--- src/rtl/branch_resolve_unit.sv ---
// Execute-stage branch unit: decodes a B-type instruction, evaluates its condition and
// target, and returns taken/target/mispredict/redirect results through a 1- or 2-deep pipeline.
module branch_resolve_unit #(
  parameter int XLEN   = 32,
  parameter int STAGES = 2,
  parameter int CNT_W  = 16
) (
  input  logic             clk,
  input  logic             rst,
  input  logic             flush,
  input  logic             in_valid,
  output logic             in_ready,
  input  logic [31:0]      in_inst,
  input  logic [XLEN-1:0]  in_pc,
  input  logic [XLEN-1:0]  in_rs1,
  input  logic [XLEN-1:0]  in_rs2,
  input  logic             in_pred_taken,
  input  logic [XLEN-1:0]  in_pred_target,
  output logic             out_valid,
  input  logic             out_ready,
  output logic             out_taken,
  output logic [XLEN-1:0]  out_target,
  output logic [XLEN-1:0]  out_redirect_pc,
  output logic             out_mispredict,
  output logic             out_illegal,
  output logic             out_misaligned,
  output logic [CNT_W-1:0] stat_branches,
  output logic [CNT_W-1:0] stat_mispredicts
);

  localparam logic [6:0]       OP_BRANCH = 7'b1100011;
  localparam logic [CNT_W-1:0] CNT_MAX   = '1;

  logic [6:0]      dec_opcode;
  logic [2:0]      dec_funct3;
  logic            dec_legal;
  logic [12:0]     dec_imm13;
  logic [XLEN-1:0] dec_imm;
  logic [XLEN-1:0] dec_target;
  logic [XLEN-1:0] dec_pc4;
  logic            dec_eq;
  logic            dec_lt;
  logic            dec_ltu;
  logic            dec_cond;

  // Register-number fields are not needed: operand values arrive already read.
  logic unused_inst_bits;
  assign unused_inst_bits = ^in_inst[24:15];

  always_comb begin
    dec_opcode = in_inst[6:0];
    dec_funct3 = in_inst[14:12];
    dec_legal  = (dec_opcode == OP_BRANCH) && (dec_funct3 != 3'b010) && (dec_funct3 != 3'b011);
    dec_imm13  = {in_inst[31], in_inst[7], in_inst[30:25], in_inst[11:8], 1'b0};
    dec_imm    = {{(XLEN-13){dec_imm13[12]}}, dec_imm13};
    dec_target = in_pc + dec_imm;
    dec_pc4    = in_pc + XLEN'(4);
    dec_eq     = (in_rs1 == in_rs2);
    dec_lt     = ($signed(in_rs1) < $signed(in_rs2));
    dec_ltu    = (in_rs1 < in_rs2);
    case (dec_funct3)
      3'b000:  dec_cond = dec_eq;
      3'b001:  dec_cond = !dec_eq;
      3'b100:  dec_cond = dec_lt;
      3'b101:  dec_cond = !dec_lt;
      3'b110:  dec_cond = dec_ltu;
      3'b111:  dec_cond = !dec_ltu;
      default: dec_cond = 1'b0;
    endcase
  end

  // Fields feeding the resolution logic; taken straight from decode or from stage 1.
  logic            rs_legal;
  logic            rs_cond;
  logic [XLEN-1:0] rs_target;
  logic [XLEN-1:0] rs_pc4;
  logic            rs_pred_taken;
  logic [XLEN-1:0] rs_pred_target;

  logic            res_taken;
  logic [XLEN-1:0] res_redirect;
  logic            res_mispredict;
  logic            res_misaligned;
  logic            res_illegal;

  always_comb begin
    res_taken      = rs_legal && rs_cond;
    res_redirect   = res_taken ? rs_target : rs_pc4;
    res_mispredict = rs_legal && ((rs_pred_taken != res_taken) ||
                                  (res_taken && (rs_pred_target != rs_target)));
    res_misaligned = res_taken && rs_target[1];
    res_illegal    = !rs_legal;
  end

  logic out_fire;
  logic out_can_load;
  logic out_load;

  assign out_fire     = out_valid && out_ready;
  assign out_can_load = !out_valid || out_ready;

  if (STAGES == 1) begin : g_one_stage
    assign in_ready       = out_can_load;
    assign out_load       = in_valid && in_ready && !flush;
    assign rs_legal       = dec_legal;
    assign rs_cond        = dec_cond;
    assign rs_target      = dec_target;
    assign rs_pc4         = dec_pc4;
    assign rs_pred_taken  = in_pred_taken;
    assign rs_pred_target = in_pred_target;
  end else begin : g_two_stage
    logic            s1_valid;
    logic            s1_legal;
    logic            s1_cond;
    logic [XLEN-1:0] s1_target;
    logic [XLEN-1:0] s1_pc4;
    logic            s1_pred_taken;
    logic [XLEN-1:0] s1_pred_target;
    logic            s1_adv;
    logic            in_fire;

    assign s1_adv   = s1_valid && out_can_load;
    assign in_ready = !s1_valid || s1_adv;
    assign in_fire  = in_valid && in_ready && !flush;
    assign out_load = s1_adv && !flush;

    always_ff @(posedge clk) begin
      if (rst) begin
        s1_valid       <= 1'b0;
        s1_legal       <= 1'b0;
        s1_cond        <= 1'b0;
        s1_target      <= '0;
        s1_pc4         <= '0;
        s1_pred_taken  <= 1'b0;
        s1_pred_target <= '0;
      end else begin
        if (flush)       s1_valid <= 1'b0;
        else if (in_fire) s1_valid <= 1'b1;
        else if (s1_adv)  s1_valid <= 1'b0;
        if (in_fire) begin
          s1_legal       <= dec_legal;
          s1_cond        <= dec_cond;
          s1_target      <= dec_target;
          s1_pc4         <= dec_pc4;
          s1_pred_taken  <= in_pred_taken;
          s1_pred_target <= in_pred_target;
        end
      end
    end

    assign rs_legal       = s1_legal;
    assign rs_cond        = s1_cond;
    assign rs_target      = s1_target;
    assign rs_pc4         = s1_pc4;
    assign rs_pred_taken  = s1_pred_taken;
    assign rs_pred_target = s1_pred_target;
  end

  // Output register: result fields only change on a load, so they hold under backpressure.
  always_ff @(posedge clk) begin
    if (rst) begin
      out_valid       <= 1'b0;
      out_taken       <= 1'b0;
      out_target      <= '0;
      out_redirect_pc <= '0;
      out_mispredict  <= 1'b0;
      out_illegal     <= 1'b0;
      out_misaligned  <= 1'b0;
    end else begin
      if (flush)         out_valid <= 1'b0;
      else if (out_load)  out_valid <= 1'b1;
      else if (out_ready) out_valid <= 1'b0;
      if (out_load) begin
        out_taken       <= res_taken;
        out_target      <= rs_target;
        out_redirect_pc <= res_redirect;
        out_mispredict  <= res_mispredict;
        out_illegal     <= res_illegal;
        out_misaligned  <= res_misaligned;
      end
    end
  end

  // Statistics count every legal handshake, including one that coincides with a flush.
  always_ff @(posedge clk) begin
    if (rst) begin
      stat_branches    <= '0;
      stat_mispredicts <= '0;
    end else if (out_fire && !out_illegal) begin
      if (stat_branches != CNT_MAX) stat_branches <= stat_branches + CNT_W'(1);
      if (out_mispredict && (stat_mispredicts != CNT_MAX))
        stat_mispredicts <= stat_mispredicts + CNT_W'(1);
    end
  end

endmodule

--- config.mk ---
export PLATFORM = sky130hd
export DESIGN_NAME = branch_resolve_unit
export DESIGN_NICKNAME = d
export VERILOG_FILES = /design/src/rtl/branch_resolve_unit.sv
export SDC_FILE = /design/constraint.sdc
export NUM_CORES = 1
export LEC_CHECK = 0
export BUFFER_PORTS_ARGS = -buffer_cell sky130_fd_sc_hd__buf_2
export CAP_MARGIN = 20
export CELL_PAD_IN_SITES_DETAIL_PLACEMENT = 1
export CELL_PAD_IN_SITES_GLOBAL_PLACEMENT = 1
export CORE_UTILIZATION = 42
export DETAILED_ROUTE_END_ITERATION = 8
export GPL_TIMING_DRIVEN = 0
export HOLD_SLACK_MARGIN = 0.02
export PLACE_DENSITY_LB_ADDON = 0.12
export SLEW_MARGIN = 20
export SYNTH_ARGS = -nofsm -noshare
export SYNTH_HDL_FRONTEND = slang
export SYNTH_SLANG_ARGS = --single-unit
--- constraint.sdc ---
create_clock -name clk -period 3.5 [get_ports clk]
set_input_delay 0 -clock clk [delete_from_list [all_inputs] [get_ports clk]]
set_output_delay 0 -clock clk [all_outputs]
set_load 0.01 [all_outputs]
==> results of run 1 <==
-- tightest hold or removal path, delay by kind of cell --
family | cells | cell delay (ps)
xor gates and xnor gates | 1 | 180
buffers and inverters | 1 | 130
AOI/OAI and AO/OA | 1 | 100
-- final timing paths --
check / endpoint / slack, ps / cells past startpoint / from
setup / recovery: g_two_stage.s1_target[27]$_SDFFE_PP0P_ / 550 / 13 / in_pc[1]
hold / removal: g_two_stage.s1_pc4[18]$_SDFFE_PP0P_ / 30 / 3 / in_pc[18]
setup reg to reg: g_two_stage.s1_pred_target[9]$_SDFFE_PP0P_ / 600 / 8 / out_valid$_SDFFE_PP0P_
hold reg to reg: out_target[11]$_SDFFE_PP0P_ / 460 / 2 / out_target[11]$_SDFFE_PP0P_
-- routing by layer --
layer / track usage, % / vias up
met5: 0 / -
met4: 7.72 / 0
met3: 3.90 / 52
met2: 52.8 / 297
met1: 38.0 / 5418
li1: - / 5352
-- final cells by class --
cell class	instances	area share (%)
repair buffers	322	14.3
flip-flops and latches	200	29.6
clock inverters	13	1.25
well taps	324	2.99
multi-input cells	1025	45.4
inverters	46	1.27
plain buffers	70	1.95
clock buffers	19	3.27
-- Yosys cell counts (3+ instances only) --
master,number,area share (%)
nand3_1,43,2.0
xnor2_1,39,3.2
a211oi_1,34,2.4
and3_1,15,0.89
a31o_2,3,0.25
xor2_1,66,5.5
a31oi_1,7,0.41
o21ai_0,26,1.2
or4_1,3,0.21
nor2b_1,4,0.24
nor4_1,10,0.59
a21oi_1,134,6.3
clkbuf_1,63,2.2
o211ai_1,4,0.28
dfxtp_1,200,38
or3_1,9,0.53
a311oi_1,32,2.6
buf_1,6,0.21
a21o_1,21,1.5
o21bai_1,3,0.21
nand3b_1,4,0.28
ha_1,65,7.7
nand2_1,267,9.5
nor2_1,129,4.6
nor3_1,10,0.47
o21a_1,9,0.64
and2_1,6,0.35
mux2i_1,3,0.28
a211o_1,3,0.25
nand2b_1,3,0.18
inv_1,46,1.6
and4_1,8,0.66
nand4_1,30,1.8
-- report_power, final --
group	switching [mW]	leakage, nW	internal [mW]
Clock	0.922	0.298	1.15
Sequential	0.105	1.63	2.36
Combinational	0.529	3.89	0.393
Total	1.56	5.81	3.91
-- stage by stage --
stage          instance area, um^2  power (mW)  cells  hold WS [ps]  worst slack (ps)
4_1_cts                      13500        5.45   2019          28.1               620
3_3_place_gp                 12300        3.33   1922           237               724
6_report                     13500        5.46   2019          25.9               551
3_5_place_dp                 12300        3.36   1922           247               733
5_1_grt                      13500        5.67   2019          37.0               442
2_1_floorplan                10600        3.00   1341          79.3              1340
-- cell families (layout without fill, tap and decap cells) --
family          after synthesis  after routing
mux                           3              3
compound gates              300            300
xor+xnor                    105            105
buf+inv                     116            470
fa+ha+maj                    66             66
flops                       200            200
simple gates                551            551
-- flip-flops by register name, summed over array words and instances (netlist names), 16 cells and up --
signal,count
g_two_stage.s1_pred_target,32
g_two_stage.s1_target,32
out_redirect_pc,32
out_target,32
g_two_stage.s1_pc4,31
stat_branches,16
stat_mispredicts,16
==> flow_summary.ini, run 1 <==
[run_status]
outcome = finished, final reports clean

[floorplanning]
dieWidth_um = 161
start_util_pct = 43.2
boundaryPins = 268
core-area_um2 = 24500
die_h_um = 161
rows = 57
die_area_um2 = 25900

[detailed_routing]
wirelength_um = 38800
via_per_inst = 5.51
drc = 0
wl_met1_um = 17400
wl_met3_um = 1780
dr.max_layer_used = met4
drt-wirelength-per-cell_um = 19.2
drtIter0Drc = 569
dr.pass1.iters = 4
ant_nets = 0
route.met2.wl_um = 19000
vias = 11100

[finish]
multi_input_area_um2 = 6150
area_growth_pct = 27.9
diodes = 0
fillers = 3171
seq_area_um2 = 4000
layout-drive-gt1-share_pct = 17.6
final_cell_mix = nand2_1, buf_2, dfxtp_1
final_common_cell = nand2_1
nNetsFinal = 1914
final_util_pct = 55.2

[setup_path]
slowest_delay_ps = 520
critPathKind = in -> reg
crit_fanout = 5
cp_num_buf_inv = 3
critPathArrivalTime_ps = 3340
crit_path_end_kind = flip-flop
worstSetupStartpointType = primary input
crit_slowest_cell = dlygate4sd3_1
worstPathCellList = dlygate4sd3_1 > buf_2 > ha_1 > inv_1 > fa_1 > nor2b_1 > o2111ai_1 > a21oi_1 > o31ai_1 > a21oi_2 > nand3_1 > a2111oi_0 > a311o_1
required_ps = 3890
path_delay_family = compound AO/OA/AOI/OAI gates

[timing]
finalCritPeriodShare_pct = 84.3
maxSlewViolCount = 0
max-slew-margin-rel_pct = 34.9
hold_viol_final = 0
fin_crit_ps = 2950
tightestPinTransition_ps = 974
fmax_ghz = 0.339
grt_setup_unrepaired = false
tns_ps = 0
setup_violations = 0
skew_ps = 7.48

[synth]
synthSimpleGateAreaFrac_pct = 23.1
synth_nets = 1573
synth.area.mux_share_pct = 0.284
seq_area_frac_synth_pct = 37.8
synth_top_family_by_area = simple AND/OR/NAND/NOR gates
synth_xor_area_share_pct = 8.68
synth_ff_type = dfxtp_1
syn_inst = 1341
ys_async_sr_fraction_pct = 0
syn_avg_cell_area_um2 = 7.90
synth_fa_ha_area_share_pct = 7.87
yosysWarnings = 0
synth.distinct_cells = 59
ys_seq_elements = 200
syn_area_um2 = 10600
synth_compound_area_share_pct = 18.1
synth_edf_count = 0

[clock_tree]
worstSkewPairLatency_ps = 450
cts_hold_buf = 65
clock-root-buffer = clkbuf_16
cts_tree = done
cts_resized = 0
htree_levels = 4
path_clk_slew_ps = 70
cts_setup_buffers = 0
cts_buffer_depth = 2
numClockSinks = 200
cts_buffers = 17

[placed_design]
portBuffers = 257
hpwlAfterDp_um = 29300
gp_congestion = 0.895

[power]
powerDensity_nw_per_um2 = 403
ir_drop_uv = 340
leakagePower_nw = 5.81

[worst_hold_path]
hold_class = in -> reg

[global_route]
grt_pass1_wl_um = 60400
groute.usage.overall_pct = 29.8
overflow = 0
grt_pass1_vias = 11300
grt_max_degree = 21
antenna_found_initial = 0

[flow_run]
max-cap-violations = 0
(Power assumes the default switching activity.)
==> run 2, diff against run 1 <==
--- a/config.mk
+++ b/config.mk
@@ -9,7 +9,7 @@
 export CAP_MARGIN = 20
 export CELL_PAD_IN_SITES_DETAIL_PLACEMENT = 1
 export CELL_PAD_IN_SITES_GLOBAL_PLACEMENT = 1
-export CORE_UTILIZATION = 42
+export CORE_UTILIZATION = 39
 export DETAILED_ROUTE_END_ITERATION = 8
 export GPL_TIMING_DRIVEN = 0
 export HOLD_SLACK_MARGIN = 0.02
==> constraint.sdc (replaced) <==
create_clock -name clk -period 2.74 [get_ports clk]
set_input_delay 0 -clock clk [delete_from_list [all_inputs] [get_ports clk]]
set_output_delay 0 -clock clk [all_outputs]
set_load 0.01 [all_outputs]
==> run 2 against run 1 <==
Sequential cell count unchanged; critical endpoint unchanged; critical path depth down 2; clock-buffer cell count unchanged; largest power group unchanged; total power up 26%; cell area up 0.59%; die area up 7.6%; register-to-register slack worse by 420 ps; via count down 0.84%; final cell count up 0.89%; wire length up 0.61%.
==> flow_summary.ini, run 2 (same netlist as run 1, synthesis figures left out) <==
[timing]
skew_ps = 8.41
hold_viol_final = 0
fmax_ghz = 0.385
max-slew-margin-rel_pct = 45.9
maxSlewViolCount = 0
grt_setup_unrepaired = false
finalCritPeriodShare_pct = 94.8
setup_violations = 0
tightestPinTransition_ps = 811
setup_ws_ps = 142
fin_crit_ps = 2600

[power]
clkPwrFrac_pct = 37.0
switching_power_mw = 2.05
powerDensity_nw_per_um2 = 506
leakagePower_nw = 5.85
p_int_mw = 4.84
comb_power_share_pct = 17.5
p_seq_share_pct = 45.6
swShare_pct = 29.7
ir_drop_uv = 376

[worst_hold_path]
hold_class = in -> reg
hold_end = g_two_stage.s1_pc4[10]$_SDFFE_PP0P_
worstHoldStart = in_pc[10]
hold_path_depth = 3

[finish]
final_common_cell = nand2_1
diodes = 0
layout-drive-gt1-share_pct = 18.2
fin_area_um2 = 13600
nNetsFinal = 1921
area_growth_pct = 28.6
final_cell_mix = nand2_1, buf_2, dfxtp_1

[floorplanning]
dieWidth_um = 167
core-area_um2 = 26400
boundaryPins = 268
rows = 59
start_util_pct = 40.2
die_h_um = 167
die_area_um2 = 27800

[clock_tree]
worstSkewPairLatency_ps = 450
cts_setup_buffers = 0
numClockSinks = 200
cts_buffers = 17
clock-root-buffer = clkbuf_16
cts_buffer_depth = 2
cts_tree = done
path_clk_slew_ps = 80
htree_levels = 4

[flow_run]
max-cap-violations = 0

[global_route]
groute.usage.overall_pct = 28.1
grt_pass1_wl_um = 61000
grt_pass1_vias = 11200
antenna_found_initial = 0
overflow = 0
grt_max_degree = 21

[setup_path]
r2r_setup_slack_ps = 180
crit_fanout = 6
ff2ff_path_depth = 8
critPathKind = in -> reg
worstSetupStartpointType = primary input
regToRegEndpoint = g_two_stage.s1_pred_target[26]$_SDFFE_PP0P_
required_ps = 3130
critPathArrivalTime_ps = 2990
crit_path_end_kind = flip-flop
worstReg2RegStart = out_valid$_SDFFE_PP0P_

[detailed_routing]
via_per_inst = 5.41
drc = 0
wirelength_um = 39100
vias = 11000
ant_nets = 0
drt-wirelength-per-cell_um = 19.2
drtIter0Drc = 595
dr.pass1.iters = 5

[placed_design]
dpl-instance-area_um2 = 12300
pre_cts_slack_ps = -215
hpwlAfterDp_um = 30000
gp_congestion = 0.873
portBuffers = 257

[run_status]
outcome = finished, final reports clean
run 2: cell types whose count changed in the layout (fill, tap and decap cells not counted), sizes merged, moves of 2 or more:
cell         previous run  this run
inv                    49        54
dlygate4sd3            65        72
clkinv                  6         2
bufinv                  3         1
buf                   264       262
clkbuf                 82        84
run 2: per-layer routing:
layer  vias up  wire [um]  part of all wire (%)  GRT usage [%]
li1       5377          -                     -              -
met1      5343      17700                    45           35.7
met2       251      18800                    48           48.6
met3        55       1490                   3.8           4.11
met4         0        997                   2.6           9.66
met5         -          0                     0              0
run 2: layout make-up:
class,count,area (um^2)
sequential,200,4000
timing repair buffer,329,2010
multi-input combinational,1025,6170
fill,3390,12700
inverter,46,173
tap,335,419
clock inverter,13,136
clock buffer,19,443
buffer,70,273
run 2: worst max-delay path: stages:
cell and delay, ps:
dlygate4sd3_1 530, buf_2 150, ha_1 410, nand3_1 130, or2_0 250, a211oi_1 280
o31ai_2 160, a21oi_2 280, nand3_1 180, a2111oi_2 440, a311o_1 160
run 2: power groups by stage:
stage | combinational (mW) | sequential [mW] | clock (mW)
4_1_cts | 1.19 | 3.14 | 2.57
3_5_place_dp | 1.10 | 3.20 | 0
2_1_floorplan | 0.671 | 3.16 | 0
5_1_grt | 1.33 | 3.15 | 2.68
6_report | 1.20 | 3.14 | 2.55
3_3_place_gp | 1.07 | 3.20 | 0
run 2: through the flow:
stage | cells | power (mW) | utilization, % | hold WS [ps] | setup TNS, ps
after floorplan | 1341 | 3.83 | - | 79.3 | 0
after global placement | 1933 | 4.27 | 46.7 | 233 | -546
after detailed placement | 1933 | 4.30 | 46.7 | 245 | -1210
after CTS | 2037 | 6.89 | 51.6 | 34.0 | 0
after global routing | 2037 | 7.16 | 51.7 | 43.2 | 0
final | 2037 | 6.89 | 51.7 | 47.3 | 0
run 2: worst max-delay path by stage:
stage                            from                                           to  cells after the start  slack (ps)
3_3_place_gp                 in_pc[1]       g_two_stage.s1_target[27]$_SDFFE_PP0P_                     12         -90
2_1_floorplan              in_inst[8]       g_two_stage.s1_target[27]$_SDFFE_PP0P_                     11         580
6_report                    in_pc[13]       g_two_stage.s1_target[27]$_SDFFE_PP0P_                     11         140
4_1_cts        out_valid$_SDFFE_PP0P_  g_two_stage.s1_pred_target[26]$_SDFFE_PP0P_                      8         0.8
5_1_grt                     in_pc[15]       g_two_stage.s1_target[27]$_SDFFE_PP0P_                     11           7
3_5_place_dp                 in_pc[1]       g_two_stage.s1_target[27]$_SDFFE_PP0P_                     12        -220
run 2: what timing repair did:
action / CTS / global route
resized for setup: 2 / 15
pin swaps: 0 / 1
hold endpoints to repair: 66 / 0
setup endpoints to repair: 13 / 63
hold buffers: 72 / 0
==> run 3, diff against run 2 <==
--- a/config.mk
+++ b/config.mk
@@ -13,7 +13,7 @@
 export DETAILED_ROUTE_END_ITERATION = 8
 export GPL_TIMING_DRIVEN = 0
 export HOLD_SLACK_MARGIN = 0.02
-export PLACE_DENSITY_LB_ADDON = 0.12
+export PLACE_DENSITY = 0.87
 export SLEW_MARGIN = 20
 export SYNTH_ARGS = -nofsm -noshare
 export SYNTH_HDL_FRONTEND = slang
==> run 3 against run 2 <==
Via count up 5.6%; maximum frequency grew 1.3%; critical path type unchanged; critical endpoint unchanged; total power grew 2.3%; largest power group unchanged; clock skew increased by 2.4 ps; highest routed layer is now met5; utilization about the same.
==> flow_summary.ini, run 3 (same netlist as run 1, synthesis figures left out) <==
[timing]
hold_viol_final = 0
finalCritPeriodShare_pct = 93.6
tightestPinTransition_ps = 886
whs_ps = 13.5
setup_violations = 0
fin_crit_ps = 2560
skew_ps = 10.8
max-slew-margin-rel_pct = 41.0
grt_setup_unrepaired = false
maxSlewViolCount = 0
fmax_ghz = 0.390

[global_route]
grt_pass1_wl_um = 67000
grt_max_degree = 21
antenna_found_initial = 3
grt_pass1_vias = 12100
overflow = 0
groute.usage.overall_pct = 31.2

[floorplanning]
core-area_um2 = 26400
rows = 59
boundaryPins = 268
die_area_um2 = 27800
dieWidth_um = 167
start_util_pct = 40.2
die_h_um = 167

[placed_design]
portBuffers = 257
dpl-instance-area_um2 = 12300
gp_congestion = 0.921
hpwlAfterDp_um = 31100

[clock_tree]
worstSkewPairLatency_ps = 460
cts_buffer_depth = 2
htree_levels = 4
clock-root-buffer = clkbuf_16
cts_tree = done
cts_setup_buffers = 0
numClockSinks = 200
cts_buffers = 17
path_clk_slew_ps = 70

[detailed_routing]
drtIter0Drc = 833
drc = 0
via_per_inst = 5.72
drt-wirelength-per-cell_um = 21.5
vias = 11600
ant_nets = 0
dr.pass1.iters = 5
wirelength_um = 43800

[setup_path]
required_ps = 3140
worstPathCellList = dlygate4sd3_1 > buf_2 > ha_1 > nand2_1 > or2_0 > a211oi_1 > o31ai_2 > a21oi_2 > nand3_1 > a2111oi_1 > a311o_1
crit_start = in_pc[15]
slowest_delay_ps = 520
ff2ff_path_depth = 7
crit_slowest_cell = dlygate4sd3_1
critPathKind = in -> reg
endpoint = g_two_stage.s1_target[27]$_SDFFE_PP0P_
crit_path_end_kind = flip-flop
critPathArrivalTime_ps = 2960
crit_fanout = 7
r2r_setup_slack_ps = 190
worstReg2RegStart = out_valid$_SDFFE_PP0P_
worstSetupStartpointType = primary input
regToRegEndpoint = g_two_stage.s1_target[7]$_SDFFE_PP0P_

[power]
leakagePower_nw = 5.84
ir_drop_uv = 380
powerDensity_nw_per_um2 = 517
p_total_mw = 7.05

[worst_hold_path]
hold_class = in -> reg
worstHoldStart = in_pc[29]

[finish]
area_growth_pct = 28.8
nNetsFinal = 1918
final_cell_mix = nand2_1, buf_2, dfxtp_1
layout-drive-gt1-share_pct = 18.4
final_common_cell = nand2_1
fin_area_um2 = 13600

[flow_run]
max-cap-violations = 0

[run_status]
outcome = finished, final reports clean
run 3: cell count changes in the layout (fill, tap and decap cells not counted), sizes merged:
cell         delta
bufinv          +1
clkbuf          -2
clkinv          +1
clkinvlp        +2
diode           +2
dlygate4sd3     -2
inv             -3
run 3: area by class of cell:
cell class / instances / area, um^2
diodes: 2 / 5.00
well taps: 335 / 419
plain buffers: 69 / 270
multi-input cells: 1025 / 6180
repair buffers: 327 / 1990
fillers: 3316 / 12700
clock inverters: 14 / 163
clock buffers: 18 / 439
flip-flops and latches: 200 / 4000
inverters: 46 / 173
run 3: what timing repair did:
item / CTS / global route
resized for setup: 2 / 17
hold buffers: 70 / 0
cloned: 0 / 0
pin swaps: 0 / 1
hold endpoints to repair: 63 / 0
setup endpoints to repair: 22 / 57
run 3: per-layer routing:
| metal | global-route usage, % | part of all wire, % | vias up |
|---|---|---|---|
| met5 | 0 | 0.030 | - |
| met4 | 16.3 | 4.8 | 2 |
| met3 | 4.73 | 6.4 | 148 |
| met2 | 54.4 | 49 | 525 |
| met1 | 37.0 | 40 | 5594 |
| li1 | - | - | 5375 |
run 3: worst min path at each step:
stage                                           to  slack (ps)  depth (start not counted)
2_1_floorplan    g_two_stage.s1_valid$_SDFFE_PP0P_          80                          1
3_3_place_gp     g_two_stage.s1_valid$_SDFFE_PP0P_         240                          2
3_5_place_dp                out_valid$_SDFFE_PP0P_         240                          2
4_1_cts        g_two_stage.s1_pc4[29]$_SDFFE_PP0P_          30                          3
5_1_grt        g_two_stage.s1_pc4[28]$_SDFFE_PP0P_          50                          3
6_report       g_two_stage.s1_pc4[29]$_SDFFE_PP0P_          10                          3
run 3: critical path, delay by kind of cell:
kind	cells	cell delay, ps
AO/OA/AOI/OAI	5	1350
buffers and inverters	2	680
AND/OR/NAND/NOR	3	540
adder cells (fa/ha/maj)	1	400
run 3: through the flow:
step,utilization [%],setup slack [ps],setup TNS [ps],instances
detailed placement,46.7,-102,-201,1933
global route,51.7,16.6,0,2036
global placement,46.7,-27.9,-27.9,1933
floorplan,-,578,0,1341
CTS,51.6,13.4,0,2035
finish,51.7,175,0,2036
run 3: report_power, final:
group	internal, mW	total (mW)	switching, mW
Sequential	3.01	3.16	0.140
Clock	1.39	2.65	1.26
Combinational	0.513	1.24	0.725
